==> config.mk <==
export PLATFORM = sky130hd
export DESIGN_NAME = bcd2b_seq
export DESIGN_NICKNAME = d
export VERILOG_FILES = /design/src/rtl/bcd_pkg.sv /design/src/rtl/bcd_nib_sub3.sv /design/src/rtl/bcd2b_seq.sv
export SDC_FILE = /design/constraint.sdc
export NUM_CORES = 1
export LEC_CHECK = 0
export BUFFER_PORTS_ARGS = -buffer_cell sky130_fd_sc_hd__buf_2
export CELL_PAD_IN_SITES_DETAIL_PLACEMENT = 1
export CELL_PAD_IN_SITES_GLOBAL_PLACEMENT = 2
export CORE_ASPECT_RATIO = 0.7
export CORE_MARGIN = 8
export CORE_UTILIZATION = 32
export CTS_CLUSTER_SIZE = 10
export DETAILED_ROUTE_END_ITERATION = 12
export HOLD_SLACK_MARGIN = 0.15
export PLACE_DENSITY_LB_ADDON = 0.1
export REMOVE_ABC_BUFFERS = 1
export SYNTH_ARGS = -nofsm -noshare
export SYNTH_HDL_FRONTEND = slang
export SYNTH_SLANG_ARGS = --single-unit
==> constraint.sdc <==
create_clock -name clk -period 1.3 [get_ports clk]
set_input_delay 0.13 -clock clk [delete_from_list [all_inputs] [get_ports clk]]
set_output_delay 0.13 -clock clk [all_outputs]
set_load 0.005 [all_outputs]
==> src/rtl/bcd_pkg.sv <==
`default_nettype none
// ============================================================================
// Package : bcd_pkg
// Purpose : Shared types and helpers for the BCD <-> binary converters.
//           - state_t       : converter FSM state encoding (IDLE, SHIFT)
//           - BCD_NIBBLE    : width of one BCD digit
//           - is_bcd_digit  : 1 when a nibble holds a legal decimal digit
// Revision: 1.0 - initial release
// ============================================================================
package bcd_pkg;

  localparam int BCD_NIBBLE = 4;

  typedef enum logic [0:0] {
    IDLE  = 1'b0,
    SHIFT = 1'b1
  } state_t;

  function automatic logic is_bcd_digit(input logic [BCD_NIBBLE-1:0] nibble);
    return (nibble <= 4'd9);
  endfunction

endpackage : bcd_pkg
`default_nettype wire

==> src/rtl/bcd_nib_sub3.sv <==
`default_nettype none
// ============================================================================
// Module  : bcd_nib_sub3
// Purpose : Reverse double-dabble digit correction. A nibble that reads 8 or
//           more after the right shift has 3 subtracted from it.
// Ports   : nib_in  [3:0] - nibble after the shift
//           nib_out [3:0] - corrected nibble
// Revision: 1.0 - initial release
// ============================================================================
module bcd_nib_sub3
  import bcd_pkg::*;
(
  input  logic [BCD_NIBBLE-1:0] nib_in,
  output logic [BCD_NIBBLE-1:0] nib_out
);

  // Inputs are >= 8 whenever the subtraction happens, so the 4-bit result
  // can never borrow.
  assign nib_out = (nib_in >= 4'd8) ? (nib_in - 4'd3) : nib_in;

endmodule : bcd_nib_sub3
`default_nettype wire

==> src/rtl/bcd2b_seq.sv <==
`default_nettype none
// ============================================================================
// Module  : bcd2b_seq
// Purpose : Sequential BCD-to-binary converter (reverse double dabble). One
//           right shift plus per-digit correction per clock; BW clocks per
//           conversion. Operands containing a digit > 9 are rejected.
// Ports   : clk   - rising-edge clock
//           rst   - asynchronous active-high reset
//           bcd   [4*DIGITS-1:0] - packed BCD operand, MS digit in MSBs
//           start - conversion request, sampled while idle
//           busy  - conversion in progress
//           done  - one-cycle pulse: result or error available
//           err   - last accepted operand had an illegal digit
//           bin   [BW-1:0] - binary result of the last completed conversion
// Revision: 1.0 - initial release
// ============================================================================
module bcd2b_seq
  import bcd_pkg::*;
#(
  parameter int DIGITS = 3,
  parameter int BW     = 10
) (
  input  logic                         clk,
  input  logic                         rst,
  input  logic [BCD_NIBBLE*DIGITS-1:0] bcd,
  input  logic                         start,
  output logic                         busy,
  output logic                         done,
  output logic                         err,
  output logic [BW-1:0]                bin
);

  localparam int BCDW = BCD_NIBBLE * DIGITS;
  localparam int SRW  = BCDW + BW;
  localparam int CW   = (BW > 1) ? $clog2(BW) : 1;
  localparam logic [CW-1:0] CNT_LAST = CW'(BW - 1);
  localparam longint MAX_DEC = (longint'(10) ** DIGITS) - 1;

  // The binary field must hold the largest DIGITS-digit decimal value.
  if ((64'd1 << BW) <= MAX_DEC) begin : g_bw_check
    $error("bcd2b_seq: BW too small for DIGITS");
  end

  state_t          state, state_next;
  logic [SRW-1:0]  sr;
  logic [SRW-1:0]  shifted;
  logic [BCDW-1:0] bcd_corr;
  logic [SRW-1:0]  corrected;
  logic [CW-1:0]   cnt;
  logic            bcd_valid;
  logic            accept;
  logic            reject;
  logic            last;

  assign shifted = sr >> 1;

  for (genvar d = 0; d < DIGITS; d++) begin : g_sub
    bcd_nib_sub3 u_sub (
      .nib_in  (shifted[BW + BCD_NIBBLE*d +: BCD_NIBBLE]),
      .nib_out (bcd_corr[BCD_NIBBLE*d +: BCD_NIBBLE])
    );
  end

  assign corrected = {bcd_corr, shifted[BW-1:0]};
  assign last      = (cnt == CNT_LAST);

  always_comb begin
    bcd_valid = 1'b1;
    for (int d = 0; d < DIGITS; d++) begin
      if (!is_bcd_digit(bcd[BCD_NIBBLE*d +: BCD_NIBBLE])) bcd_valid = 1'b0;
    end
  end

  always_ff @(posedge clk or posedge rst) begin
    if (rst) state <= IDLE;
    else     state <= state_next;
  end

  always_comb begin
    state_next = state;
    accept     = 1'b0;
    reject     = 1'b0;
    case (state)
      IDLE: begin
        if (start) begin
          if (bcd_valid) begin
            accept     = 1'b1;
            state_next = SHIFT;
          end else begin
            reject     = 1'b1;
          end
        end
      end
      SHIFT: begin
        if (last) state_next = IDLE;
      end
      default: state_next = IDLE;
    endcase
  end

  always_ff @(posedge clk or posedge rst) begin
    if (rst) begin
      sr   <= '0;
      cnt  <= '0;
      busy <= 1'b0;
      done <= 1'b0;
      err  <= 1'b0;
      bin  <= '0;
    end else begin
      done <= 1'b0;
      if (accept) begin
        sr   <= {bcd, {BW{1'b0}}};
        cnt  <= '0;
        err  <= 1'b0;
        busy <= 1'b1;
      end else if (reject) begin
        err  <= 1'b1;
        bin  <= '0;
        done <= 1'b1;
      end else if (state == SHIFT) begin
        sr  <= corrected;
        cnt <= cnt + CW'(1);
        if (last) begin
          // Every BCD weight has been moved into the binary field by now.
          assert (corrected[SRW-1:BW] == '0);
          bin  <= corrected[BW-1:0];
          done <= 1'b1;
          busy <= 1'b0;
        end
      end
    end
  end

endmodule : bcd2b_seq
`default_nettype wire
; ---- After elaboration in Yosys (flattened, before gate mapping)
; Index checks and enable logic that the tools add are counted.
[word_totals]
register_bits = 40
out_inout_bits = 13
elab_cells = 62
[classes]
n_addsub = 4
order_cmp = 6
n_eq_ne = 2
muxes = 33
bitwise_logic = 2
reduce_logical = 8
[op_table]
columns = op, count
row1 = $mux W22, 3
row2 = $mux W10, 3
row3 = $mux W4, 6
row4 = $mux W1, 20
row5 = $le A4 B4 Y1 const B, 3
row6 = $reduce_bool A2 Y1, 5
row7 = $ge A4 B4 Y1 const B, 2
row8 = $sub A4 B2 Y4 const B, 2
row9 = $reduce_and A3 Y1, 2
row10 = $add A4 B1 Y4 const B, 1
row11 = $eq A4 B4 Y1 const B, 1
row12 = $ge A3 B4 Y1 const B, 1
row13 = $sub A3 B2 Y4 const B, 1
row14 = $ne A2 B2 Y1 const B, 1
row15 = $not A1 Y1, 2
row16 = $pmux W1 S2, 1
row17 = $reduce_and A2 Y1, 1

; ---- Depth between registers and ports, before layout
[depth]
ltp_word = 9
depth_mapped = 6

; ---- Cells and area by module
; Synthesis repeated with hierarchy kept, for this count alone.
[unflattened]
cells_unflattened = 174
hier_area_um2 = 1853.0
[by_module_without_submodules]
columns = mod, instances, cells_per_inst, area_per_inst_um2, seq_area_each_um2
row1 = bcd2b_seq, 1, 141, 1624.1, 975.9
row2 = bcd_nib_sub3, 3, 11, 76.3, 0.0

; ---- Worst setup path before layout
; OpenSTA, ideal clock, no wires.
[synth_timing]
path_kind = register -> register
from = reg state
to = reg cnt[2]
setup_ps = 127
arrival_ps = 1181
setup_slack_ps = -8
path_stages_with_launch = 5
path_buffers = 1
cell_sequence = dfrtp_1 > nand2b_1 > nor4_2 > buf_4 > o21ai_0
[synth_via]
elab_chain_len = 3
elab_cells_between_ends = 6
classes_between = eq/ne: 1 / mux: 3 / reduce/logical: 2
[synth_lines]
columns = item, line
row1 = from (decl), bcd2b_seq.sv:44  ; state_t state, state_next;
row2 = from (signal assigned), bcd2b_seq.sv:76  ; else state <= state_next;
row3 = $mux W1, bcd2b_seq.sv:83  ; case (state)
row4 = $ne A2 B2 Y1 (no line) or $reduce_bool A2 Y1 (tied branches), n/a
row5 = $reduce_and A2 Y1 (no line), n/a
row6 = to (signal assigned), bcd2b_seq.sv:122  ; cnt <= cnt + CW'(1);
row7 = to (decl), bcd2b_seq.sv:49  ; logic [CW-1:0] cnt;
; Parallel ways exist; a longest one is shown, timed or not.
; A chain may end at the register's enable or synchronous reset.

; ---- Worst setup path in the final report
[layout_timing]
from = reg sr[11]
to = reg sr[12]
[layout_via]
elab_chain_len = 5
elab_cells_between_ends = 6
classes_between = add/sub: 1 / order compare: 1 / mux: 4
[layout_lines]
columns = item, line
row1 = from (decl), bcd2b_seq.sv:45  ; logic [SRW-1:0] sr;
row2 = from (signal assigned), bcd2b_seq.sv:112  ; sr <= {bcd, {BW{1'b0}}};
row3 = from (signal assigned), bcd2b_seq.sv:121  ; sr <= corrected;
row4 = $sub A4 B2 Y4 or $ge A4 B4 Y1 (tied branches), bcd_nib_sub3.sv:19  ; assign nib_out = (nib_in >= 4'd8) ? (nib_in - 4'd3) : nib_in;
row5 = $mux W4 *, bcd_nib_sub3.sv:19
row6 = $mux W22 *, bcd2b_seq.sv:120  ; end else if (state == SHIFT) begin
row7 = $mux W22 *, bcd2b_seq.sv:116  ; end else if (reject) begin
row8 = $mux W22 *, bcd2b_seq.sv:111  ; if (accept) begin
; Every way passes the cells marked *; elsewhere a longest branch is shown, timed or not. The select of a mux whose other input is x is not followed.

==> results.md <==
- Headroom to the max-slew limit came out at 69.06%.
- The post-route non-filler standard cell count is 302.
- The count of buffering cells on the critical path with inverters included is 0.
- Setup violations remaining at the end of the flow were counted as 0.
- During I/O placement, the number of pins put on the boundary was 28.
- Setup repair after global routing could not meet its margin everywhere.
- The number of rows in the core area is 23.
- Among cell families on the critical path, the largest total delay comes from flip-flops.
- Traced cell by cell, the critical path runs through ha_1, nand2b_4, xnor2_1, a221o_1.
- For the worst setup path, the data arrival time is 1460 ps.
- The final-stage net count is 247.
- The synthesized netlist cell count is between 150 and 200.
- The area overhead of the layout relative to synthesis is 38.90%.
- The last weighted congestion value of the routability-driven placer is 0.7554.
- The launching point of the worst reg2reg path is sr[11].
- The violation count after the first detailed-route iteration is 31.
- The endpoint of the worst hold-timing path is sr[20].
- The worst supply voltage drop on vdd is 0.0006689 V.
- Entering global routing, the biggest net connects 40 pins.
- The global-route wire length before repair is 8031 um.
- The type of the most critical hold path is primary input to register.
- After clock tree synthesis, the clock-pin slew on the worst setup and hold paths is 80 ps.
- On the critical path, the stage with the largest delay is an instance of sky130_fd_sc_hd__dfrtp_1.
- For this run, design rule violations remaining after detail routing come to 0.
- The total inserted antenna cells is 0.
- The required time of the worst setup path is between 1000 and 1500 ps.
- Detailed placement finished with a half-perimeter wire length of 3345 um.
- The achievable clock frequency is 0.7815 GHz.
- From bottom edge to top edge, the die measures 78.83 um.
- The number of cells on the worst reg-to-reg path is 4.
- STA classifies the critical path endpoint as a register.
- By area the synthesized netlist is led by sky130_fd_sc_hd__dfrtp_1 54%, sky130_fd_sc_hd__a221o_1 6.1%, sky130_fd_sc_hd__a22o_1 5.3%, sky130_fd_sc_hd__nand2_1 5.2%, sky130_fd_sc_hd__ha_1 4.2%.
- Once the floorplan was initialized, standard cells occupied about a third of the core.
- The worst setup path is launched from a register.
- After layout, the minimum clock period comes to approximately 1300 ps.
- Global routing consumed, over all layers together, 12.10% of the routing resources.
- The number of distinct library cells after synthesis is 32.
- Summed over all instances, the cell type with the most area after synthesis is sky130_fd_sc_hd__dfrtp_1.
- The master cell of the clock root buffer is sky130_fd_sc_hd__clkbuf_8.
- The pin slew with the least headroom to its limit is roughly 460 ps.
- In the finished design, the share of the clock period the worst path needs comes to 98.43%.
- After synthesis the cells add up to 0.001804 sq mm.
- The area of the placeable core is 0.005583 sq mm.
- After synthesis the netlist holds a flip-flop and latch count of 39.
- In the final layout, the share of cells above drive strength 1 is between 30% and 40%.
- The number of warnings reported in the yosys synthesis log is 0.
- The number of CTS-inserted buffers is 5.
- The maximum clock path buffer count is 2.
- The count of buffers added on input and output ports is 27.
- The clock tree synthesis step divided the H-tree into 2 levels.
- CTS saw 39 sinks.
- The flow ran to the end, and the final reports show no timing, DRC or antenna violations.
- After detailed routing, the average wire length per cell comes to 16.08 um.
- Max-cap violations in this run came to 0.
- The via count of the first global-routing pass came to ~1600.
- Once placement finished, the instance area stood at 0.002173 sq mm.
- The worst register-to-register path has a setup slack of 20 ps.
- The leakage power is 1.170 nW.
- The via density per instance is 4.901.
- After synthesis, the mean cell area works out to 10.93 sq um.
- The final hold violation count is 0.
- Clock latency on the worst-skew pair, taken at its later pin, is 290 ps.
- With fillers left out, the area of the finished cells amounts to 0.002506 sq mm.
- The largest single stage delay on the critical path is 400 ps.
- The CTS tree is yes.
- The worst setup path is of the register to register kind.
- Across the routed clock network, the largest skew measured is 5.188 ps.
- After global routing the overflow that remains totals 0.
- Once detail routing completed, the nets flagged for antenna violations numbered 0.
- The top cell type by area accounts for a little over half of the synthesized area.
- The max-slew violation count is 0.
- The initial antenna violation count is 0.
- The share of the Yosys chip area taken by registers is 54.09%.
- After detailed routing, the total wire length is 4856 um.
- The worst hold path begins at bcd[10].
- The die covers 0.008335 sq mm.
- The first-pass iteration count of the detailed router is 4.
- The total power per unit cell area is 1965 mW/mm^2.
- The die is 105.7 um wide.
- In this run the critical register-to-register path is captured at sr[12].
- The number of cells in the design after placement is 280.
- The cell depth of the worst hold path is 3.
- The via count is 1480.
- In this run the worst path has a maximum fanout of 3.
cell type report:
class / instances / area, sq um
Fill cell: 645 / 3077
Timing Repair Buffer: 63 / 470.5
Clock buffer: 5 / 68.82
Clock inverter: 3 / 15.01
Tap cell: 75 / 93.84
Inverter: 8 / 30.03
Multi-Input combinational cell: 109 / 852.1
Sequential cell: 39 / 975.9
metrics by stage:
stage | total power [mW] | setup WS, ps | setup TNS [ps] | util (%) | hold WS (ps)
floorplan | 2.970 | -554.9 | -13300 | - | 262.7
global placement | 3.754 | -13.19 | -39.14 | 38.93 | 203.2
detailed placement | 3.858 | -36.68 | -341.7 | 38.93 | 215.7
CTS | 4.724 | -8.313 | -8.313 | 42.36 | 189.4
global route | 5.328 | -96.54 | -212.5 | 44.89 | 218.6
finish | 4.925 | 20.38 | 0 | 44.89 | 195.7
state kept, by name (all words and copies together) (netlist names):
| register | flops |
|---|---|
| bin | 10 |
| err | 1 |
| cnt | 4 |
| sr | 21 |
| busy | 1 |
| done | 1 |
| state | 1 |
layer usage:
layer  track usage (%)  share of wire (%)  wire length, um
met3             2.749                2.4              115
met4             5.874                1.8               87
met5                 0                  0                0
met1             15.86                 50             2431
met2             18.56                 46             2222
worst register-to-register path, cell delays in order (launching register included):
cell and delay, ps:
sky130_fd_sc_hd__dfrtp_1 400, sky130_fd_sc_hd__ha_1 210, sky130_fd_sc_hd__nand2b_4 140, sky130_fd_sc_hd__xnor2_1 120, sky130_fd_sc_hd__a221o_1 290
cell families after synthesis:
group           synth area share, %
compound gates                19.35
buf+inv                       4.438
fa+ha+maj                     4.161
flops                         54.09
mux                           1.734
xor+xnor                      1.942
simple gates                  14.29
power breakdown:
group / internal (mW) / switching [mW]
Clock: 0.367 / 0.435
Sequential: 1.67 / 0.344
Combinational: 1.15 / 0.965
how the worst max path moves through the flow:
stage / start / to / cells past startpoint
final: sr[11] / sr[12] / 4
after CTS: sr[16] / sr[15] / 5
after floorplan: state / cnt[2] / 3
after global placement: state / sr[11] / 4
after global routing: sr[12] / sr[11] / 5
after detailed placement: bcd[9] / sr[15] / 5
synthesized netlist by cell type:
library cell	number
sky130_fd_sc_hd__nand2_1	25
sky130_fd_sc_hd__nor2b_1	2
sky130_fd_sc_hd__a21o_1	1
sky130_fd_sc_hd__xor2_1	2
sky130_fd_sc_hd__a221o_1	11
sky130_fd_sc_hd__buf_4	1
sky130_fd_sc_hd__nor4_1	3
sky130_fd_sc_hd__a22o_1	11
sky130_fd_sc_hd__mux2i_1	2
sky130_fd_sc_hd__xnor2_1	2
sky130_fd_sc_hd__a31oi_1	1
sky130_fd_sc_hd__o21ai_1	3
sky130_fd_sc_hd__and4b_1	1
sky130_fd_sc_hd__ha_1	6
sky130_fd_sc_hd__buf_2	4
sky130_fd_sc_hd__or2_2	2
sky130_fd_sc_hd__dfrtp_1	39
sky130_fd_sc_hd__nor4_2	1
sky130_fd_sc_hd__a21oi_1	13
sky130_fd_sc_hd__nand4b_1	1
sky130_fd_sc_hd__nand2b_1	4
sky130_fd_sc_hd__nand3b_1	2
sky130_fd_sc_hd__and2_1	5
sky130_fd_sc_hd__a41oi_2	1
sky130_fd_sc_hd__nor2_1	3
sky130_fd_sc_hd__o21ai_0	2
sky130_fd_sc_hd__nand4_1	1
sky130_fd_sc_hd__mux2_2	1
sky130_fd_sc_hd__clkbuf_1	3
sky130_fd_sc_hd__o21a_1	3
sky130_fd_sc_hd__inv_1	8
sky130_fd_sc_hd__buf_6	1
layout by cell type, fill, tap and decap left out, types with 4 or more instances in the layout:
cell type                        n
sky130_fd_sc_hd__dlygate4sd3_1  10
sky130_fd_sc_hd__a22o_1         11
sky130_fd_sc_hd__dfrtp_1        39
sky130_fd_sc_hd__buf_6           4
sky130_fd_sc_hd__buf_4          19
sky130_fd_sc_hd__buf_2          27
sky130_fd_sc_hd__clkbuf_8        5
sky130_fd_sc_hd__a21oi_2         8
sky130_fd_sc_hd__inv_1           6
sky130_fd_sc_hd__a21oi_1         5
sky130_fd_sc_hd__nand2_1        25
sky130_fd_sc_hd__a221o_1        11
sky130_fd_sc_hd__and2_1          5
timing repair:
action | 4_1_cts | 5_1_grt
hold buffers | 10 | 0
resized for setup | 1 | 28
endpoints found under the hold margin | 48 | 0
gates cloned | 0 | 2
pin swaps | 2 | 4
setup buffers | 0 | 2
setup endpoints to repair | 11 | 27
(Power assumes the default switching activity.)
